<file path="config.mk">
export PLATFORM = sky130hd
export DESIGN_NAME = controlador_vendas
export DESIGN_NICKNAME = d
export VERILOG_FILES = /design/src/rtl/controlador_vendas.sv
export SDC_FILE = /design/constraint.sdc
export NUM_CORES = 1
export LEC_CHECK = 0
export CORE_ASPECT_RATIO = 1.25
export CORE_MARGIN = 3
export CORE_UTILIZATION = 40
export CTS_BUF_LIST = sky130_fd_sc_hd__clkbuf_8
export DETAILED_ROUTE_END_ITERATION = 16
export GPL_TIMING_DRIVEN = 0
export PLACE_DENSITY = 0.73
export SLEW_MARGIN = 20
export SYNTH_ARGS = -nofsm -noshare
export SYNTH_HDL_FRONTEND = slang
export SYNTH_SLANG_ARGS = --single-unit
</file>
<file path="constraint.sdc">
create_clock -name clk -period 5.9 [get_ports clk]
set_input_delay 1.18 -clock clk [delete_from_list [all_inputs] [get_ports clk]]
set_output_delay 1.18 -clock clk [all_outputs]
set_load 0.05 [all_outputs]
</file>
<file path="src/rtl/controlador_vendas.sv">
// Vending-sequence controller: checks accumulated credit against the selected
// product's price and sequences dispense, change return and accumulator clear.
module controlador_vendas #(
    parameter logic [3:0] PRECO_0     = 4'd3,
    parameter logic [3:0] PRECO_1     = 4'd4,
    parameter logic [3:0] PRECO_2     = 4'd6,
    parameter logic [3:0] PRECO_3     = 4'd8,
    parameter int         DISP_CICLOS = 4,
    parameter int         ERRO_CICLOS = 8
) (
    input  logic       clk,
    input  logic       reset,
    input  logic [3:0] total,
    input  logic [1:0] sel,
    input  logic       confirma,
    input  logic       cancela,
    output logic [3:0] libera,
    output logic [3:0] troco,
    output logic       troco_valido,
    output logic       limpa_acum,
    output logic       erro_saldo,
    output logic       ocupado
);

    typedef enum logic [2:0] {
        S_IDLE,
        S_CHECK,
        S_DISPENSE,
        S_REFUND,
        S_CHANGE,
        S_CLEAR,
        S_ERROR
    } estado_t;

    localparam logic [3:0] DISP_FIM = 4'(DISP_CICLOS - 1);
    localparam logic [3:0] ERRO_FIM = 4'(ERRO_CICLOS - 1);

    estado_t    estado_q, estado_d;
    logic [1:0] sel_reg_q, sel_reg_d;
    logic [3:0] preco_reg_q, preco_reg_d;
    logic [3:0] troco_reg_q, troco_reg_d;
    logic [3:0] cnt_q, cnt_d;

    function automatic logic [3:0] preco_de(input logic [1:0] s);
        case (s)
            2'd0:    preco_de = PRECO_0;
            2'd1:    preco_de = PRECO_1;
            2'd2:    preco_de = PRECO_2;
            default: preco_de = PRECO_3;
        endcase
    endfunction

    always_ff @(posedge clk) begin
        if (reset) begin
            estado_q    <= S_IDLE;
            sel_reg_q   <= '0;
            preco_reg_q <= '0;
            troco_reg_q <= '0;
            cnt_q       <= '0;
        end else begin
            estado_q    <= estado_d;
            sel_reg_q   <= sel_reg_d;
            preco_reg_q <= preco_reg_d;
            troco_reg_q <= troco_reg_d;
            cnt_q       <= cnt_d;
        end
    end

    always_comb begin
        estado_d    = estado_q;
        sel_reg_d   = sel_reg_q;
        preco_reg_d = preco_reg_q;
        troco_reg_d = troco_reg_q;
        cnt_d       = cnt_q;
        case (estado_q)
            S_IDLE: begin
                if (cancela) begin
                    estado_d = S_REFUND;
                end else if (confirma) begin
                    sel_reg_d   = sel;
                    preco_reg_d = preco_de(sel);
                    estado_d    = S_CHECK;
                end
            end
            S_CHECK: begin
                cnt_d = '0;
                if (total >= preco_reg_q) begin
                    troco_reg_d = total - preco_reg_q;
                    estado_d    = S_DISPENSE;
                end else begin
                    estado_d = S_ERROR;
                end
            end
            S_DISPENSE: begin
                if (cnt_q == DISP_FIM) begin
                    cnt_d    = '0;
                    estado_d = S_CHANGE;
                end else begin
                    cnt_d = cnt_q + 4'd1;
                end
            end
            S_REFUND: begin
                troco_reg_d = total;
                estado_d    = S_CHANGE;
            end
            S_CHANGE: estado_d = S_CLEAR;
            S_CLEAR:  estado_d = S_IDLE;
            S_ERROR: begin
                // A refund request aborts the error wait; credit is still intact.
                if (cancela) begin
                    cnt_d    = '0;
                    estado_d = S_REFUND;
                end else if (cnt_q == ERRO_FIM) begin
                    cnt_d    = '0;
                    estado_d = S_IDLE;
                end else begin
                    cnt_d = cnt_q + 4'd1;
                end
            end
            default: estado_d = S_IDLE;
        endcase
    end

    always_comb begin
        libera       = '0;
        troco        = '0;
        troco_valido = 1'b0;
        limpa_acum   = 1'b0;
        erro_saldo   = 1'b0;
        ocupado      = (estado_q != S_IDLE);
        case (estado_q)
            S_DISPENSE: libera = 4'b0001 << sel_reg_q;
            S_CHANGE: begin
                troco        = troco_reg_q;
                troco_valido = 1'b1;
            end
            S_CLEAR: limpa_acum = 1'b1;
            S_ERROR: erro_saldo = 1'b1;
            default: ;
        endcase
    end

endmodule
</file>
# Yosys cells after proc, flatten, opt, wreduce, memory -nomap -nowiden
# Cells that the tools add are included.
# classes
addsub,2
multipliers,0
div_mod_pow,0
order_cmp,1
n_eq_ne,14
shift,1
mux,19
bitwise_logic,1
reduce_logical,8
# ops
cell,n
$mux W4,6
$pmux W4 S3,2
$mux W3,6
$pmux W3 S6,1
$eq A3 B3 Y1 const B,3
$pmux W4 S2,1
$eq A3 B2 Y1 const B,2
$ne A3 B3 Y1 const B,2
$reduce_and A3 Y1,2
$reduce_bool A3 Y1,2
$add A4 B1 Y4 const B,1
$eq A4 B2 Y1 const B,1
$eq A4 B3 Y1 const B,1
$ge A4 B4 Y1,1
$ne A2 B2 Y1 const B,2
$shl A1 B2 Y4 const A,1
$sub A4 B4 Y4,1
$eq A3 B1 Y1 const B,1
$logic_not A3 Y1,1
$mux W1,3
$eq A2 B1 Y1 const B,1
$eq A2 B2 Y1 const B,1
$logic_not A2 Y1,1
$reduce_and A2 Y1,1
other kinds (2),2
# word_totals
regBits,17
latchBits,0
ramBits,0
rom_bits,0
in_bits,10
out_inout_bits,12
n_memories,0

# Depth between registers and ports, before layout
# Gate-level depths: netlist (run 1).
# depth
ltp_word,4
ltp_mapped,9
ltp_nobuf,9

# Least setup slack after synthesis (run 1)
# Ideal clock, no wire load.
# synth_path
path_kind,reg-to-output
startpoint,reg estado_q[2]
endpoint,out troco[0]
arrival_time_ps,2447
path_slack_ps,2273
stages_incl_launch_ff,4
cell_sequence,dfxtp_1 > buf_4 > nor3b_1 > and2_1
# synth_via
elab_chain_len,2
# synth_lines
item,line,source
"start, declared",38,"estado_t estado_q, estado_d;"
"start signal, assigned",61,estado_q <= estado_d;
$eq A3 B3 Y1,131,case (estado_q)
$mux W4,131,
"end, declared",18,"output logic [3:0] troco,"
# Every way passes these cells.

# Worst setup path in the final report (run 1)
# layout_path
startpoint,reg estado_q[2]
endpoint,out troco[2]
# Same word-level chain as after synthesis.

==> run_results.csv, run 1 <==
group,metric,value,unit
status,outcome,"finished clean",
logic_synthesis,ys_types,47,
final_layout,diodes,0,
worst_setup_path,critPathCaptureType,"output port",
worst_setup_path,critPathTopFamily,"buffers and inverters",
worst_setup_path,rr_startpoint,"preco_reg_q[0]",
timing,max_freq,290,MHz
clock_network,clock-sinks,17,
logic_synthesis,synthArstFlopShare,0,%
place,dp_hpwl,2.00,mm
clock_network,htree_levels,1,
final_layout,layout_commonest_cell,"clkdlybuf4s50_1",
worst_setup_path,path_class,"flip-flop to output port",
routing,drc_errors,0,
clock_network,postCtsHoldBufs,0,
routing,topRoutingLayerUsed,"met4",
routing,num_vias,1084,
global_routing,grt-ovfl-total,0,
place,gp_congestion,0.878,
timing,hold_viol_final,0,
routing,first_pass_iters,4,
worst_setup_path,critPathRequiredTime,4.72,ns
power,p_sw_share,41.6,%
routing,wl_met3,93,um
worst_setup_path,path_cells,"buf_4 -> nor3b_1 -> and2_1 -> clkdlybuf4s50_1",
logic_synthesis,yosysWarnings,0,
clock_network,path_clk_slew,0.07,ns
clock_network,cts_tree,"yes",
logic_synthesis,synth_nets,159,
floorplanning,dieArea,3530,um2
routing,wl_met2,1.29,mm
final_layout,syn2layout_area_growth,25.3,%
final_layout,final_cell_mix,"20 x clkdlybuf4s50_1, 17 x dfxtp_1, 13 x inv_1, 13 x nand2_1, 12 x a21oi_1",
routing,met1_length,1.02,mm
hold_path,worstHoldStart,"troco_reg_q[0]",
routing,via_per_inst,5.47,
logic_synthesis,syn_area,1140,um2
worst_setup_path,critPathArrivalTime,2.27,ns
clock_network,cts_inserted_buffers,3,
timing,worst_pin_slew,0.503,ns
floorplanning,initial_utilization,42.2,%
worst_setup_path,startpoint,"estado_q[2]",
power,pwr-share-comb,48.4,%
worst_setup_path,critPathBufInv,2,
logic_synthesis,syn_avg_cell_area,8.15,um2
logic_synthesis,yosys_register_bits,17,
routing,detail-route-antenna-nets,0,
timing,rsz0062_at_grt,"no",
timing,fin_setup_tns,0,ns
logic_synthesis,synth_cells,140,
power,p_seq_share,32.7,%
power,p_per_area,320,nW/um2
timing,setup_viol_count_final,0,
final_layout,register_area,340,um2
final_layout,multiInputGateArea,713,um2
worst_setup_path,ff2ff_setup_slack,3.93,ns
clock_network,clockRootBuffer,"clkbuf_8",
timing,fin_skew,0.00358,ns
power,intPower,268,uW
worst_setup_path,cp_slowest_cell,"clkdlybuf4s50_1",
clock_network,cts.path.max_buffers,2,
clock_network,worstSkewPairLatency,0.25,ns
worst_setup_path,critPathMaxStageDelay,0.79,ns
logic_synthesis,synth-edff-count,0,
power,fin_total_pwr,458,uW
worst_setup_path,critPathLaunchType,"flip-flop",
global_routing,grt_max_degree,11,
power,clkPwrFrac,18.9,%
flow_run,maxCapViolCount,0,
floorplanning,dieHeight,65.7,um
floorplanning,chipWidth,53.8,um
global_routing,grt_use_total,15.7,%
global_routing,grt_pass1_vias,1011,
hold_path,min_path_type,"flip-flop to flip-flop",
timing,layout_min_cycle_time,3.45,ns
floorplanning,ios,22,
logic_synthesis,ys.flop_type,"dfxtp_1",
clock_network,cts_resized,0,
floorplanning,core-area,2710,um2
routing,drt_iter0_markers,35,
routing,wl_per_cell,12.3,um
floorplanning,row_count,21,
routing,wl,2.44,mm
clock_network,cts_setup_buffers,0,
final_layout,final_net_count,184,
logic_synthesis,seq_area_frac_synth,29.8,%
power,p_leak,0.000539,uW
place,io_buffers,20,
global_routing,grt_pass1_wl,4.22,mm
global_routing,grt_antenna_before_repair,0,
worst_setup_path,crit_fanout,10,
power,ir_drop,0.154,mV
timing,relSlewSlack,66.4,%
timing,finalCritPeriodShare,58.5,%
final_layout,drive_gt1_share,7.32,%
final_layout,n_fill_cell,263,
timing,drv_slew,0,
power,switchingPower,190,uW
[metal layers]
layer / global-route usage (%) / up-vias
met5: 0 / -
met4: 6.07 / 0
met3: 1.36 / 4
met2: 27.1 / 20
met1: 19.4 / 511
li1: - / 549
[cells in the mapped netlist (2+ instances only)]
cell type,count,area [um2]
nor2_1,8,30.0
and2_1,4,25.0
nand2b_1,2,12.5
a311oi_1,3,26.3
a211oi_1,2,15.0
ha_1,8,100
o21a_1,2,15.0
dfxtp_1,17,340
nor4b_1,2,17.5
nand3_1,8,40.0
o21ai_0,5,25.0
a21oi_1,12,60.1
o211ai_1,2,15.0
clkbuf_1,3,11.3
nand2_1,13,48.8
and3_1,3,18.8
inv_1,13,48.8
xnor2_1,2,17.5
or3_1,3,18.8
[power groups by stage]
stage | Sequential [uW] | Clock, uW | Combinational [uW]
after detailed placement | 153 | 0 | 221
after CTS | 150 | 86.9 | 222
after global routing | 154 | 92.1 | 245
after floorplan | 149 | 0 | 167
after global placement | 151 | 0 | 217
final | 150 | 86.4 | 222
[layout make-up]
class | count | area share [%]
inverters | 13 | 3.41
well taps | 34 | 2.97
plain buffers | 7 | 2.71
flip-flops and latches | 17 | 23.8
multi-input cells | 103 | 49.9
repair buffers | 20 | 14.0
clock buffers | 3 | 2.89
clock inverters | 1 | 0.350
[cells by family (layout without fill, tap and decap cells)]
kind of cell    after synthesis  in the layout  synth area share [%]
simple gates                 53             53                  26.0
compound gates               37             37                  22.6
buf+inv                      20             44                  7.68
flops                        17             17                  29.8
fa+ha+maj                     9              9                  10.5
xor+xnor                      2              2                  1.54
mux                           2              2                  1.86
[worst reg2reg max path, stage by stage, from the launching register on]
cell	delay, ns
dfxtp_1	0.34
ha_1	0.16
inv_1	0.05
fa_1	0.41
a211oi_1	0.23
nor2_1	0.12
o31a_1	0.32
o21ai_0	0.17
a21oi_1	0.05
[stage by stage]
step | instances | setup slack [ns] | cell area (um2) | hold WS (ns) | utilization [%]
6_report | 198 | 2.45 | 1430 | 0.459 | 52.8
5_1_grt | 198 | 2.29 | 1430 | 0.482 | 52.8
4_1_cts | 198 | 2.39 | 1430 | 0.459 | 52.8
3_5_place_dp | 194 | 2.59 | 1380 | 0.449 | 51.1
3_3_place_gp | 194 | 2.66 | 1380 | 0.438 | 51.1
2_1_floorplan | 140 | 2.27 | 1140 | 0.427 | -
[flip-flops by register name, summed over array words and instances (netlist names)]
signal,count
cnt_q,4
estado_q,3
troco_reg_q,4
sel_reg_q,2
preco_reg_q,4
[path summary, 6_finish.rpt]
check | endpoint | cells after the start
setup reg to reg | troco_reg_q[3] | 8
setup / recovery | troco[2] | 4
hold reg to reg | troco_reg_q[0] | 2
hold / removal | troco_reg_q[0] | 2
(Power assumes the default switching activity.)
==> run 2: changes to the inputs <==
--- a/config.mk
+++ b/config.mk
@@ -11,7 +11,7 @@
 export CTS_BUF_LIST = sky130_fd_sc_hd__clkbuf_8
 export DETAILED_ROUTE_END_ITERATION = 16
 export GPL_TIMING_DRIVEN = 0
-export PLACE_DENSITY = 0.73
+export PLACE_DENSITY = 0.76
 export SLEW_MARGIN = 20
 export SYNTH_ARGS = -nofsm -noshare
 export SYNTH_HDL_FRONTEND = slang
==> constraint.sdc (replaced) <==
create_clock -name clk -period 3.1 [get_ports clk]
set_input_delay 0.62 -clock clk [delete_from_list [all_inputs] [get_ports clk]]
set_output_delay 0.62 -clock clk [all_outputs]
set_load 0.05 [all_outputs]
==> run 2 against run 1 <==
- register-to-register slack lost 2.8 ns
- die area is the same
- global-route usage grew 0.31 points
- cell count is the same
- largest cell class unchanged
==> run_results.csv, run 2 (synthesis results as in run 1) <==
group,metric,value,unit
power,clkPwrFrac,18.2,%
power,switchingPower,358,uW
worst_setup_path,cp_num_cells,4,
routing,wl_per_cell,12.2,um
worst_setup_path,critPathArrivalTime,2.27,ns
worst_setup_path,critPathBufInv,2,
clock_network,htree_levels,1,
floorplanning,core-area,2710,um2
routing,num_vias,1066,
clock_network,cts_setup_buffers,0,
timing,setup_viol_count_final,0,
clock_network,cts_resized,0,
clock_network,clock-sinks,17,
timing,max_freq,346,MHz
timing,worst_pin_slew,0.516,ns
final_layout,reg.largest.list,"cnt_q (4), preco_reg_q (4), troco_reg_q (4)",
place,io_buffers,20,
floorplanning,initial_utilization,42.2,%
floorplanning,dieArea,3530,um2
clock_network,worstSkewPairLatency,0.24,ns
worst_setup_path,path_class,"flip-flop to output port",
power,intPower,508,uW
global_routing,grt_antenna_before_repair,0,
routing,first_pass_iters,4,
worst_setup_path,path_cells,"buf_4 -> nor3b_1 -> and2_1 -> clkdlybuf4s50_1",
hold_path,min_path_type,"flip-flop to flip-flop",
timing,finalCritPeriodShare,93.1,%
final_layout,layout_commonest_cell,"clkdlybuf4s50_1",
global_routing,grt-ovfl-total,0,
global_routing,grt_pass1_wl,4.36,mm
routing,drt_iter0_markers,26,
clock_network,clockRootBuffer,"clkbuf_8",
global_routing,grt_pass1_vias,1098,
final_layout,syn2layout_area_growth,25.2,%
final_layout,final_cell_mix,"20 x clkdlybuf4s50_1, 17 x dfxtp_1, 14 x inv_1, 13 x nand2_1, 12 x a21oi_1",
timing,drv_slew,0,
power,ir_drop,0.384,mV
routing,via_per_inst,5.38,
worst_setup_path,critPathLaunchType,"flip-flop",
flow_run,maxCapViolCount,0,
timing,fin_setup_tns,0,ns
clock_network,postCtsHoldBufs,0,
floorplanning,row_count,21,
clock_network,cts_inserted_buffers,3,
timing,rsz0062_at_grt,"no",
routing,drc_errors,0,
power,p_sw_share,41.3,%
timing,relSlewSlack,65.5,%
worst_setup_path,critPathCaptureType,"output port",
worst_setup_path,critPathRequiredTime,2.48,ns
place,place_area,1380,um2
clock_network,cts_tree,"yes",
worst_setup_path,critPathTopFamily,"buffers and inverters",
timing,hold_viol_final,0,
final_layout,final_area,1430,um2
worst_setup_path,worstRegToRegCells,8,
routing,detail-route-antenna-nets,0,
power,p_seq_share,32.9,%
global_routing,grt_max_degree,11,
routing,wl,2.42,mm
place,gp_congestion,0.855,
worst_setup_path,critPathMaxStageDelay,0.79,ns
final_layout,final_net_count,184,
final_layout,diodes,0,
clock_network,path_clk_slew,0.06,ns
timing,fin_skew,0.00156,ns
hold_path,hold_path_depth,2,
worst_setup_path,cp_slowest_cell,"clkdlybuf4s50_1",
floorplanning,chipWidth,53.8,um
floorplanning,dieHeight,65.7,um
place,dp_hpwl,1.95,mm
power,pwr-share-comb,48.9,%
floorplanning,ios,22,
power,p_leak,0.000541,uW
clock_network,cts.path.max_buffers,2,
final_layout,drive_gt1_share,6.71,%
power,p_per_area,606,nW/um2
status,outcome,"finished clean",
global_routing,grt_use_total,16.0,%
worst_setup_path,crit_fanout,10,
timing,layout_min_cycle_time,2.89,ns
==> run 2: changes by cell type in the layout (fill, tap and decap cells not counted) <==
cell      change
inv_1         +1
clkinv_2      -1
==> run 2: final cells by class <==
class                           count  area (um2)
Buffer                              7        38.8
Clock buffer                        3        41.3
Clock inverter                      1        3.75
Fill cell                         263        1280
Inverter                           13        48.8
Multi-Input combinational cell    103         713
Sequential cell                    17         340
Tap cell                           34        42.5
Timing Repair Buffer               20         200
==> run 2: power groups by stage <==
stage | logic [uW] | registers (uW) | clock network, uW
floorplan | 318 | 283 | 0
global placement | 413 | 288 | 0
detailed placement | 418 | 290 | 0
CTS | 422 | 285 | 163
global route | 470 | 290 | 171
finish | 424 | 285 | 157
==> run 2: per-layer routing <==
metal	vias to the layer above	part of all wire (%)	global-route usage, %
met4	0	1.1	5.75
met2	31	52	28.8
met1	478	42	18.6
li1	552	-	-
met3	5	4.5	2.04
met5	-	0	0
==> run 2: stage by stage <==
step	std cells	total power, uW	hold WS [ns]	util (%)	worst slack [ns]
after CTS	198	870	0.456	52.8	0.153
after detailed placement	194	709	0.447	51.1	0.423
after global routing	198	931	0.484	52.8	0.0579
after global placement	194	701	0.437	51.1	0.414
after floorplan	140	601	0.427	-	0.0330
final	198	866	0.451	52.8	0.213
==> run 2: worst min-delay path: stages (launching register included) <==
cell	delay, ns
dfxtp_1	0.31
nand2_1	0.05
a21oi_1	0.05
==> run 2: path summary, 6_finish.rpt <==
kind / endpoint / slack [ns] / from
max: troco[2] / 0.21 / estado_q[2]
min reg2reg: troco_reg_q[0] / 0.45 / troco_reg_q[0]
min: troco_reg_q[0] / 0.45 / troco_reg_q[0]
max reg2reg: troco_reg_q[3] / 1.16 / preco_reg_q[0]
